**src/rtl/riscx_pkg.sv**
```systemverilog
`default_nettype none
// ============================================================================
//  Module   : riscx_pkg
//  Purpose  : Shared encodings for the fetch path: next-PC select codes (same
//             values the decoder drives), fetch FSM state type, NOP word.
//             Optional macro FETCH_ALIGN_CHECK_EN adds the ERROR state.
//  Revision : 1.0  initial release
// ============================================================================
package riscx_pkg;

    // Next-PC select encodings; code 3 is reserved and behaves like PC4
    localparam logic [1:0] PC4   = 2'd0;
    localparam logic [1:0] PCBEQ = 2'd1;
    localparam logic [1:0] PCIMM = 2'd2;

    // Fetch FSM state encoding
    typedef logic [1:0] fetch_state_t;
    localparam fetch_state_t FETCH = 2'd0;
    localparam fetch_state_t VALID = 2'd1;
`ifdef FETCH_ALIGN_CHECK_EN
    localparam fetch_state_t ERROR = 2'd2;
`endif

    // addi x0, x0, 0
    localparam logic [31:0] c_nop = 32'h0000_0013;

endpackage
`default_nettype wire

```
**src/rtl/pc_next.sv**
```systemverilog
`default_nettype none
// ============================================================================
//  Module   : pc_next
//  Purpose  : Combinational next-PC selection (sequential, conditional
//             branch, unconditional jump). All arithmetic wraps modulo 2^32.
//  Revision : 1.0  initial release
// ============================================================================
module pc_next
    import riscx_pkg::*;
(
    input  logic [31:0] pc,
    input  logic [31:0] imm,
    input  logic        zero,
    input  logic [1:0]  orig_pc,
    output logic [31:0] next_pc
);

    logic [31:0] w_seq;
    logic [31:0] w_tgt;

    assign w_seq = pc + 32'd4;
    assign w_tgt = pc + imm;

    // Select the successor address; reserved code falls back to sequential
    always_comb begin
        next_pc = w_seq;
        case (orig_pc)
            PC4:     next_pc = w_seq;
            PCBEQ:   next_pc = zero ? w_tgt : w_seq;
            PCIMM:   next_pc = w_tgt;
            default: next_pc = w_seq;
        endcase
    end

endmodule
`default_nettype wire

```
**src/rtl/fetch_unit.sv**
```systemverilog
`default_nettype none
// ============================================================================
//  Module   : fetch_unit
//  Purpose  : Single-outstanding instruction fetch. Requests the word at pc,
//             latches it for the decoder, then steps pc when the consumer
//             advances. Optional macro FETCH_ALIGN_CHECK_EN traps misaligned
//             targets into a reset-only ERROR state; without it, target bits
//             [1:0] are cleared.
//  Revision : 1.0  initial release
// ============================================================================
module fetch_unit
    import riscx_pkg::*;
#(
    parameter logic [31:0] RESET_PC = 32'h0000_0000
)(
    input  logic        clock,
    input  logic        reset,
    input  logic [1:0]  orig_pc,
    input  logic        zero,
    input  logic [31:0] imm,
    input  logic        advance,
    output logic        imem_req,
    output logic [31:0] imem_addr,
    input  logic        imem_ready,
    input  logic [31:0] imem_rdata,
    output logic [31:0] instruction,
    output logic [31:0] pc,
    output logic [31:0] pc_plus4,
    output logic        instr_valid,
    output logic        misalign
);

    fetch_state_t r_state;
    fetch_state_t w_state_next;
    logic [31:0]  r_pc;
    logic [31:0]  r_instr;
    logic         r_valid;
    logic [31:0]  w_next_raw;
    logic [31:0]  w_next_pc;
    logic         w_take_fetch;
    logic         w_take_adv;

    pc_next u_pc_next (
        .pc      (r_pc),
        .imm     (imm),
        .zero    (zero),
        .orig_pc (orig_pc),
        .next_pc (w_next_raw)
    );

    // Data returned outside FETCH and advance outside VALID are ignored here
    assign w_take_fetch = (r_state == FETCH) && imem_ready;
    assign w_take_adv   = (r_state == VALID) && advance;

`ifdef FETCH_ALIGN_CHECK_EN
    logic r_misalign;
    logic w_bad;

    assign w_next_pc = w_next_raw;
    assign w_bad     = (w_next_raw[1:0] != 2'b00);
    assign misalign  = r_misalign;

    // Sticky misaligned-target flag, cleared only by reset
    always_ff @(posedge clock or posedge reset) begin
        if (reset)
            r_misalign <= 1'b0;
        else if (w_take_adv && w_bad)
            r_misalign <= 1'b1;
    end
`else
    assign w_next_pc = w_next_raw & ~32'd3;
    assign misalign  = 1'b0;
`endif

    // State register
    always_ff @(posedge clock or posedge reset) begin
        if (reset)
            r_state <= FETCH;
        else
            r_state <= w_state_next;
    end

    // Next-state logic
    always_comb begin
        w_state_next = r_state;
        case (r_state)
            FETCH: if (imem_ready) w_state_next = VALID;
            VALID: begin
                if (advance) begin
`ifdef FETCH_ALIGN_CHECK_EN
                    w_state_next = w_bad ? ERROR : FETCH;
`else
                    w_state_next = FETCH;
`endif
                end
            end
`ifdef FETCH_ALIGN_CHECK_EN
            ERROR: w_state_next = ERROR;
`endif
            default: w_state_next = FETCH;
        endcase
    end

    // Request outputs; request is withdrawn the moment reset asserts
    always_comb begin
        imem_req  = (r_state == FETCH) && !reset;
        imem_addr = r_pc;
    end

    // PC, instruction latch and valid flag
    always_ff @(posedge clock or posedge reset) begin
        if (reset) begin
            r_pc    <= RESET_PC;
            r_instr <= c_nop;
            r_valid <= 1'b0;
        end else begin
            if (w_take_fetch) begin
                r_instr <= imem_rdata;
                r_valid <= 1'b1;
            end
            if (w_take_adv) begin
                r_pc    <= w_next_pc;
                r_valid <= 1'b0;
            end
        end
    end

    assign pc          = r_pc;
    assign pc_plus4    = r_pc + 32'd4;
    assign instruction = r_instr;
    assign instr_valid = r_valid;

endmodule
`default_nettype wire

```
**config.mk**
```make
export PLATFORM = sky130hd
export DESIGN_NAME = fetch_unit
export DESIGN_NICKNAME = d
export VERILOG_FILES = /design/src/rtl/riscx_pkg.sv /design/src/rtl/pc_next.sv /design/src/rtl/fetch_unit.sv
export SDC_FILE = /design/constraint.sdc
export NUM_CORES = 1
export LEC_CHECK = 0
export BUFFER_PORTS_ARGS = -buffer_cell sky130_fd_sc_hd__clkbuf_2
export CAP_MARGIN = 20
export CORE_UTILIZATION = 45
export CTS_BUF_LIST = sky130_fd_sc_hd__clkbuf_16
export CTS_CLUSTER_SIZE = 20
export DETAILED_ROUTE_END_ITERATION = 16
export PLACE_DENSITY = 0.81
export SYNTH_ARGS = -nofsm -noshare
export SYNTH_HDL_FRONTEND = slang
export SYNTH_SLANG_ARGS = --single-unit
```
**constraint.sdc**
```tcl
create_clock -name clock -period 6.2 [get_ports clock]
set_input_delay 0.31 -clock clock [delete_from_list [all_inputs] [get_ports clock]]
set_output_delay 0.31 -clock clock [all_outputs]
set_load 0.02 [all_outputs]
```
# Word level (Yosys, flattened, before mapping)
# Cells that the tools add are included.
dict set report totals {
  out_inout_bits 131
  wordCells 25
  reg_bits 65
  in_bits 71
}
dict set report classes {
  muxes 7
  reduce_logical 7
  n_eq_ne 5
  addsub 2
}
# op count
set ops {}
lappend ops {{case mux 32 bit (2 select lines)} 1}
lappend ops {{adder 32 x 3 -> 32 bit (second input constant)} 1}
lappend ops {{adder 32 bit} 1}
lappend ops {{2-to-1 mux 32 bit} 1}
lappend ops {{== test 2 x 1 -> 1 bit (second input constant)} 2}
lappend ops {{2-to-1 mux 2 bit} 2}
lappend ops {{inequality test 2 bit (second input constant)} 2}
lappend ops {{case mux 2 bit (2 select lines)} 1}
lappend ops {{logical AND 1 bit} 3}
lappend ops {{== test 2 bit (second input constant)} 1}
lappend ops {{logical NOT 2 bit} 1}
lappend ops {{2-to-1 mux 1 bit} 2}
lappend ops {{AND reduction 2 bit} 1}
lappend ops {{nonzero test 2 bit} 1}
lappend ops {{logical NOT 1 bit} 1}

# Longest topological paths before layout
# Gate-level depths: netlist of the first run.
dict set report depth {
  ltp_word 4
  ltp_mapped 11
  depth_no_buf 11
}

# Modules after synthesis
# A second synthesis of the first run with hierarchy kept.
dict set report hier_totals {
  hier_cells 638
  area_unflattened_um2 5911.9
}
# mod area_each_um2 seq_area_each_um2 cells_per_inst instances
set modules_own_cells {}
lappend modules_own_cells {fetch_unit 3236.9 1605.3 261 1}
lappend modules_own_cells {pc_next 2675.1 0.0 377 1}

# Least setup slack after synthesis of the first run
# OpenSTA, ideal clock, no wires.
dict set report synth_timing {
  path_kind {flip-flop to flip-flop}
  from {reg r_pc[15] (netlist: imem_addr[15])}
  to {reg r_pc[22] (netlist: imem_addr[22])}
  slack_ns 3.688
  synth_period_minus_slack_ns 2.512
  arrival_time_ns 2.390
  path_stages_with_launch 10
  t_required_ns 6.077
  path_cell_list {dfrtp_1 -> ha_1 -> a21o_1 -> a21oi_1 -> nor2b_1 -> o41a_1 -> a221o_1 -> xor2_1 -> a221oi_2 -> nor2_1}
}
dict set report synth_via {
  elab_chain_cells 3
  elab_cells_between_ends 4
  classes_between {add/sub: 2; mux: 2}
}
# element line
set synth_lines {}
lappend synth_lines {{start: declaration} fetch_unit.sv:35} ;# logic [31:0] r_pc;
lappend synth_lines {{start signal: assignment} fetch_unit.sv:122} ;# r_pc <= w_next_pc;
lappend synth_lines {{adder 32 x 3 -> 32 bit / adder 32 bit (equally long branches)} {pc_next.sv:21, pc_next.sv:22}}
lappend synth_lines {{2-to-1 mux 32 bit} pc_next.sv:29} ;# PCBEQ: next_pc = zero ? w_tgt : w_seq;
lappend synth_lines {{case mux 32 bit (2 select lines) (*)} pc_next.sv:27} ;# case (orig_pc)
# Every way passes the cells marked *; elsewhere a longest branch is shown, timed or not.
# A chain may end at the register's enable or synchronous reset.

# Final worst setup path of the first run
dict set report layout_timing {
  from {reg r_pc[3] (netlist: imem_addr[3])}
  to {out pc_plus4[20]}
}
dict set report layout_via {
  elab_chain_cells 1
}
# element line
set layout_lines {}
lappend layout_lines {{adder 32 x 3 -> 32 bit} fetch_unit.sv:129} ;# assign pc_plus4 = r_pc + 32'd4;
lappend layout_lines {{end: declaration} fetch_unit.sv:28} ;# output logic [31:0] pc_plus4,
# No other way between the ends.

==> reports/qor.yml, run 1 <==
drt:
  dr.pass1.iters: 5
  wirelength_um: 14800
  first_iter_violations: 336
  vias_per_cell: 5.55
  vias: 4963
  wire_per_inst_um: 16.5
  drc_errors: 0
  antenna_left: 0
clock_network:
  htreeDepth: 3
  cts_tree: "done"
  clock-sinks: 64
  cts_hold_buf: 0
  insertion_delay_ps: 330
  clk_pin_slew_ps: 50
  cts_buffers: 9
  cts_root_buf: "clkbuf_16"
  cts_resized: 0
  postCtsSetupBuffers: 0
  max-clock-path-buffers: 2
logic_synthesis:
  synth_xor_area_share_pct: 8.45
  synth_compound_area_share_pct: 19.2
  synth.avg_cell_area_um2: 8.68
  async_reset_ff_share_pct: 100
  yosys_warnings: 0
  synth-main-ff-cell: "dfrtp_1"
  syn-cell-area_um2: 5180
  yosys.area_share.simple_pct: 17.1
  synth_edf_count: 0
  synthMuxAreaShare_pct: 7.15
  synthAdderAreaFrac_pct: 8.11
  syn_inst: 597
  yosysSeqAreaShare_pct: 31.0
  synth_top_family_by_area: "compound AO/OA/AOI/OAI gates"
  ys_types: 66
  ys_ff_latch: 64
pwr:
  power_leakage_nw: 3.26
  share_comb_of_total_power_pct: 57.5
  p_switching_mw: 1.57
  p_clk_share_pct: 16.9
  peakVddDrop_mv: 0.285
  p_sw_share_pct: 49.5
  share_seq_of_total_power_pct: 25.6
  power_density_nw_per_um2: 501
  intPower_mw: 1.60
sta:
  fin_ws_ps: 3090
  fmax_mhz: 321
  tightest_slew_ps: 894
  skew_ps: 7.43
  finalSetupViolCount: 0
  setup_tns_ps: 0
  maxSlewHeadroom_pct: 40.3
  period_share_pct: 50.2
  finalHoldViolCount: 0
  slew_viol_final: 0
  fin_crit_ps: 3110
  rsz0062_at_grt: "false"
critical_path:
  path_cells: "ha_1 -> nand3_1 -> nor4_1 -> nand3_1 -> xnor2_1 -> clkbuf_2"
  critical_path_class: "reg2out"
  critPathMaxFanout: 8
  required_ps: 5890
  path_buf_inv: 1
  start_kind: "flop"
  worst_ep_arrival_time_ps: 2800
  critical_path.most_common_cell: "nand3_1"
  worst_setup_path_end_kind: "primary output"
  slowest_stage: "nor4_1"
  crit_family: "simple AND/OR/NAND/NOR gates"
  slowest_delay_ps: 680
die:
  core_area_um2: 11000
  die_h_um: 109
  pin_count: 202
  die-area_um2: 11900
  start_util_pct: 47.0
  die_x_um: 109
  rows: 38
grt:
  grt_max_degree: 36
  grt_pass1_vias: 4570
  grt_first_pass_wirelength_um: 22700
  grt_antenna_before_repair: 0
  gr-usage-all-layers_pct: 24.7
  overflow: 0
place:
  gp_congestion: 0.940
  portBuffers: 192
  hpwl_um: 11100
  dp_slack_ps: 3330
job:
  drv_cap: 0
worst_hold_path:
  hold_class: "in2async"
final_layout:
  insertedDiodeCount: 0
  drive_gt1_share_pct: 34.3
  areaGrowthSynthToFinish_pct: 21.7
  finalNetCount: 854
run_status:
  status: "finished, final reports clean"
[power by group through the flow]
stage,clock [mW],sequential (mW),combinational (mW)
final,0.535,0.810,1.82
after global routing,0.560,0.843,1.98
after CTS,0.540,0.807,1.81
after detailed placement,0,0.815,1.81
after global placement,0,0.804,1.78
after floorplan,0,0.915,1.25
[flip-flops by register name, indices dropped and copies added (netlist names)]
signal	cells
instruction	32
instr_valid	1
r_state	1
imem_addr	30
[cell usage after synthesis, drive strengths merged (2+ instances only)]
master	n	area share (%)
nor4	4	0.77
inv	21	1.5
a21oi	42	4.1
buf	43	6.1
a21o	15	2.2
nor2	53	3.8
a211oi	4	0.68
xnor2	22	3.7
nand4	9	1.3
o21bai	2	0.29
a31oi	6	0.72
dfstp	3	1.5
nor2b	4	0.48
nand2b	4	0.48
ha	32	7.7
or3	2	0.24
a221oi	4	0.80
o31ai	2	0.29
a22o	3	0.51
nand2	37	2.7
dfrtp	61	29
nand3	22	2.1
clkbuf	18	1.3
mux2	32	7.0
a22oi	8	1.2
and3	17	2.1
o211ai	4	0.58
and4	4	0.68
o21ai	50	4.8
a211o	3	0.53
nor3	12	1.2
and2	4	0.48
xor2	28	4.7
[path summary, 6_finish.rpt]
check	from	to	slack [ps]	cells after the start
setup reg to reg	imem_addr[2]	imem_addr[28]	3280	11
hold reg to reg	instruction[20]	instruction[20]	500	1
hold / removal	reset	instruction[30]	90	2
max in group asynchronous	reset	instruction[4]	5170	3
min in group clock	imem_rdata[7]	instruction[7]	210	2
setup / recovery	imem_addr[3]	pc_plus4[20]	3090	6
[cells by family after synthesis]
kind of cell / count (synthesis)
simple gates: 177
buf+inv: 82
compound gates: 157
flops: 64
fa+ha+maj: 33
mux: 33
other cells: 1
xor+xnor: 50
[layer usage]
| layer | wire (um) | part of all wire (%) | GRT usage, % |
|---|---|---|---|
| met1 | 6390 | 43 | 30.9 |
| met2 | 7190 | 49 | 42.9 |
| met3 | 1020 | 6.9 | 3.20 |
| met4 | 198 | 1.3 | 10.1 |
| met5 | 0 | 0 | 0 |
[placed cells by master (no fill, tap or decap), types with 5 or more instances in the layout]
master | netlist | final
clkbuf_16 | 0 | 9
nand3_1 | 22 | 22
and3_1 | 16 | 16
xor2_1 | 28 | 28
a21oi_1 | 41 | 41
xnor2_1 | 22 | 22
nand4_1 | 7 | 7
buf_4 | 38 | 5
a31oi_1 | 6 | 6
conb_1 | 1 | 7
dfrtp_1 | 61 | 61
clkbuf_2 | 1 | 192
nand2_1 | 37 | 37
mux2_2 | 32 | 32
nor3_1 | 12 | 12
o21ai_0 | 49 | 49
a22oi_1 | 8 | 8
inv_1 | 21 | 21
a21o_1 | 15 | 15
nor2_1 | 53 | 53
ha_1 | 32 | 32
[layout make-up]
cell class	count	area (um^2)
Sequential cell	64	1610
Inverter	21	78.8
Fill cell	990	4720
Tap cell	140	175
Clock buffer	9	225
Multi-Input combinational cell	457	3140
Timing Repair Buffer	197	998
Clock inverter	7	87.6
[stage by stage]
| step | instances | utilization [%] | total power, mW | instance area (um^2) | hold WS (ps) |
|---|---|---|---|---|---|
| 2_1_floorplan | 603 | - | 2.16 | 5200 | 435 |
| 3_3_place_gp | 879 | 54.4 | 2.59 | 6000 | 466 |
| 3_5_place_dp | 879 | 54.4 | 2.62 | 6000 | 467 |
| 4_1_cts | 895 | 57.2 | 3.16 | 6310 | 111 |
| 5_1_grt | 895 | 57.2 | 3.38 | 6310 | 134 |
| 6_report | 895 | 57.2 | 3.16 | 6310 | 92.1 |
(Power assumes the default switching activity.)
==> inputs of run 2 (changes only) <==
clock period = 3.2 ns   (was 6.2 ns; I/O delays follow)
==> reports/qor.yml, run 2 (synthesis results as in run 1) <==
run_status:
  status: "finished, final reports clean"
clock_network:
  cts_root_buf: "clkbuf_16"
  clock-sinks: 64
  cts_resized: 0
  max-clock-path-buffers: 2
  cts_buffers: 9
  insertion_delay_ps: 330
  postCtsSetupBuffers: 0
  cts_hold_buf: 1
  htreeDepth: 3
  clk_pin_slew_ps: 60
  cts_tree: "done"
critical_path:
  crit_start: "imem_addr[3]"
  critical_path_class: "reg2out"
  worst_ep_arrival_time_ps: 2760
  rr_endpoint: "imem_addr[22]"
  worst_setup_path_end_kind: "primary output"
  rr_worst_depth: 11
  start_kind: "flop"
  critPathMaxFanout: 8
  r2r-start: "imem_addr[2]"
  regToRegSetupSlack_ps: 350
  required_ps: 3040
place:
  dp.cells: 886
  portBuffers: 192
  gp_congestion: 0.939
  hpwl_um: 11400
grt:
  gr-usage-all-layers_pct: 25.1
  grt_first_pass_wirelength_um: 23300
  grt_max_degree: 35
  grt_pass1_vias: 4750
  overflow: 0
  grt_antenna_before_repair: 0
die:
  die-area_um2: 11900
  core_area_um2: 11000
  die_x_um: 109
  die_h_um: 109
  start_util_pct: 47.0
  pin_count: 202
  rows: 38
drt:
  wire_per_inst_um: 16.4
  dr.pass1.iters: 5
  wirelength_um: 14800
  vias: 5120
  first_iter_violations: 261
  drc_errors: 0
  antenna_left: 0
  vias_per_cell: 5.67
sta:
  rsz0062_at_grt: "false"
  maxSlewHeadroom_pct: 44.6
  fmax_mhz: 343
  slew_viol_final: 0
  skew_ps: 9.09
  finalHoldViolCount: 0
  period_share_pct: 91.2
  finalSetupViolCount: 0
  fin_crit_ps: 2920
  tightest_slew_ps: 829
  setup_tns_ps: 0
  holdWs_ps: 63.5
pwr:
  power_leakage_nw: 3.31
  peakVddDrop_mv: 0.455
  power_density_nw_per_um2: 971
worst_hold_path:
  min_path_cells: 2
  whs_endpoint: "instruction[4]"
  hold_class: "in2reg"
  min_from: "imem_rdata[4]"
final_layout:
  final_common_cell: "clkbuf_2"
  fillers: 1008
  largest_reg_flops: 32
  areaGrowthSynthToFinish_pct: 23.1
  insertedDiodeCount: 0
  final_cell_mix: "clkbuf_2, dfrtp_1, nor2_1, o21ai_0, a21oi_1"
  fin_cells: 903
  finalNetCount: 862
  drive_gt1_share_pct: 35.1
job:
  drv_cap: 0
run 2: changes by cell type in the layout (fill, tap and decap cells not counted), sizes merged:
cell         delta
clkinvlp        -2
dlygate4sd3     +1
clkinv          +3
inv             -1
buf             +7
run 2: worst max path at each step:
| stage | end | depth (start not counted) | slack [ps] |
|---|---|---|---|
| floorplan | imem_addr[22] | 9 | 690 |
| global placement | imem_addr[22] | 11 | 450 |
| detailed placement | imem_addr[22] | 11 | 380 |
| CTS | pc_plus4[20] | 6 | 220 |
| global route | pc_plus4[20] | 6 | 100 |
| finish | pc_plus4[20] | 6 | 280 |
run 2: layout make-up:
type | instances | area, um^2 | share of cell area, %
Clock buffer | 9 | 225 | 3.53
Clock inverter | 7 | 96.3 | 1.51
Inverter | 21 | 78.8 | 1.24
Multi-Input combinational cell | 457 | 3140 | 49.2
Sequential cell | 64 | 1610 | 25.2
Tap cell | 140 | 175 | 2.75
Timing Repair Buffer | 205 | 1060 | 16.6
run 2: worst max-delay path: stages (launching register included):
cell and delay [ps]:
dfrtp_1 490, ha_1 350, nand3_1 280, nor4_1 680, nand3_1 180, xnor2_1 240, clkbuf_2 210
run 2: metal layers:
layer / GRT usage (%) / wire, um / vias up
li1: - / - / 2432
met2: 43.0 / 7140 / 243
met3: 4.33 / 1110 / 30
met5: 0 / 0 / -
met4: 9.81 / 367 / 0
met1: 31.2 / 6190 / 2415
run 2: through the flow:
stage	power, mW	setup WS [ps]	area [um^2]	utilization, %
after global routing	6.64	96.7	6380	57.8
after floorplan	4.19	688	5200	-
after CTS	6.20	218	6380	57.8
after detailed placement	5.11	384	6050	54.8
after global placement	5.05	454	6050	54.8
final	6.19	283	6380	57.8
run 2: power by group:
| part | switching, mW | internal, mW | total [mW] | leakage [nW] |
|---|---|---|---|---|
| Combinational | 2.25 | 1.37 | 3.62 | 2.37 |
| Sequential | 0.420 | 1.09 | 1.51 | 0.779 |
| Clock | 0.382 | 0.683 | 1.06 | 0.159 |
| Total | 3.05 | 3.14 | 6.19 | 3.31 |
==> inputs of run 3 (changes only) <==
CTS_BUF_LIST = sky130_fd_sc_hd__clkbuf_4 sky130_fd_sc_hd__clkbuf_8   (was sky130_fd_sc_hd__clkbuf_16)
clock period = 3 ns   (was 3.2 ns; I/O delays follow)
==> reports/qor.yml, run 3 (synthesis results as in run 1) <==
run_status:
  status: "finished, final reports clean"
sta:
  tightest_slew_ps: 667
  finalSetupViolCount: 0
  fin_crit_ps: 2760
  rsz0062_at_grt: "false"
  maxSlewHeadroom_pct: 55.4
  slew_viol_final: 0
  fmax_mhz: 362
  skew_ps: 6.59
  finalHoldViolCount: 0
  setup_tns_ps: 0
  period_share_pct: 92.1
critical_path:
  required_ps: 2850
  worst_setup_path_end_kind: "primary output"
  critical_path_class: "reg2out"
  regToRegSetupSlack_ps: 310
  critPathMaxFanout: 9
  r2r-start: "imem_addr[5]"
  rr_worst_depth: 9
  rr_endpoint: "imem_addr[22]"
  start_kind: "flop"
  worst_ep_arrival_time_ps: 2610
drt:
  antenna_left: 0
  vias_per_cell: 5.59
  first_iter_violations: 322
  wirelength_um: 14900
  dr.pass1.iters: 5
  wire_per_inst_um: 16.3
  vias: 5116
  drc_errors: 0
pwr:
  power_leakage_nw: 3.32
  finalPower_mw: 6.38
  peakVddDrop_mv: 0.527
  power_density_nw_per_um2: 1000
clock_network:
  cts_resized: 0
  max-clock-path-buffers: 2
  cts_tree: "done"
  clock-sinks: 64
  cts_root_buf: "clkbuf_8"
  cts_buffers: 9
  postCtsSetupBuffers: 0
  insertion_delay_ps: 340
  clk_pin_slew_ps: 80
  htreeDepth: 3
grt:
  grt_antenna_before_repair: 0
  grt_first_pass_wirelength_um: 22800
  grt_max_degree: 35
  grt_pass1_vias: 4558
  overflow: 0
  gr-usage-all-layers_pct: 24.8
final_layout:
  largest_reg_flops: 32
  areaGrowthSynthToFinish_pct: 22.9
  insertedDiodeCount: 0
  drive_gt1_share_pct: 36.1
  final_common_cell: "clkbuf_2"
  final_cell_mix: "clkbuf_2, dfrtp_1, nor2_1, o21ai_0, a21oi_1"
  finalNetCount: 874
job:
  drv_cap: 0
die:
  die_x_um: 109
  start_util_pct: 47.0
  pin_count: 202
  core_area_um2: 11000
  rows: 38
  die_h_um: 109
  die-area_um2: 11900
worst_hold_path:
  hold_class: "in2reg"
  whs_endpoint: "instruction[25]"
  min_path_cells: 2
  min_from: "imem_rdata[25]"
place:
  portBuffers: 192
  hpwl_um: 11700
  gp_congestion: 0.896
==> run 3: critical path, cell delays in order, from the launching register on <==
cell,delay (ps)
dfrtp_1,520
nand4_2,270
nor4_4,360
and2_1,320
nand3_1,210
nor2_1,210
xor2_1,160
clkbuf_2,190
==> run 3: worst max-delay path by stage <==
stage                              from            end  cells after the start
after floorplan           imem_addr[15]  imem_addr[22]                      9
after global placement     imem_addr[3]  imem_addr[28]                     10
after detailed placement   imem_addr[3]  imem_addr[28]                     10
after CTS                  imem_addr[3]   pc_plus4[20]                      7
after global routing       imem_addr[9]   pc_plus4[30]                      7
final                      imem_addr[9]   pc_plus4[30]                      7
==> run 3: metrics by stage <==
stage	instances	hold WS, ps	area [um^2]	utilization (%)	setup WS, ps
after detailed placement	898	292	6140	55.6	369
after floorplan	603	275	5200	-	488
after global placement	898	285	6140	55.6	409
after global routing	915	15.4	6370	57.7	15.9
final	915	37.9	6370	57.7	237
after CTS	915	24.5	6370	57.7	223
==> run 3: area by class of cell <==
type | count | area, um^2
clock buffers | 9 | 124
well taps | 140 | 175
clock inverters | 7 | 96.3
repair buffers | 217 | 1150
fillers | 1009 | 4660
flip-flops and latches | 64 | 1610
multi-input cells | 457 | 3140
inverters | 21 | 78.8
==> run 3: power breakdown <==
part | internal [mW] | total (mW) | switching (mW)
clock network | 0.469 | 0.827 | 0.358
registers | 1.16 | 1.56 | 0.401
logic | 1.51 | 3.99 | 2.48
==> run 3: what timing repair did <==
item                       in CTS  in global routing
setup endpoints to repair       0                  0
hold endpoints to repair       29                  0
hold buffers                    1                  0
==> run 3: per-layer routing <==
layer | wire length [um] | GRT usage, % | up-vias
met1 | 6280 | 31.6 | 2389
met3 | 1210 | 5.45 | 25
met4 | 323 | 8.38 | 0
met2 | 7060 | 41.4 | 238
met5 | 0 | 0 | -
li1 | - | - | 2464
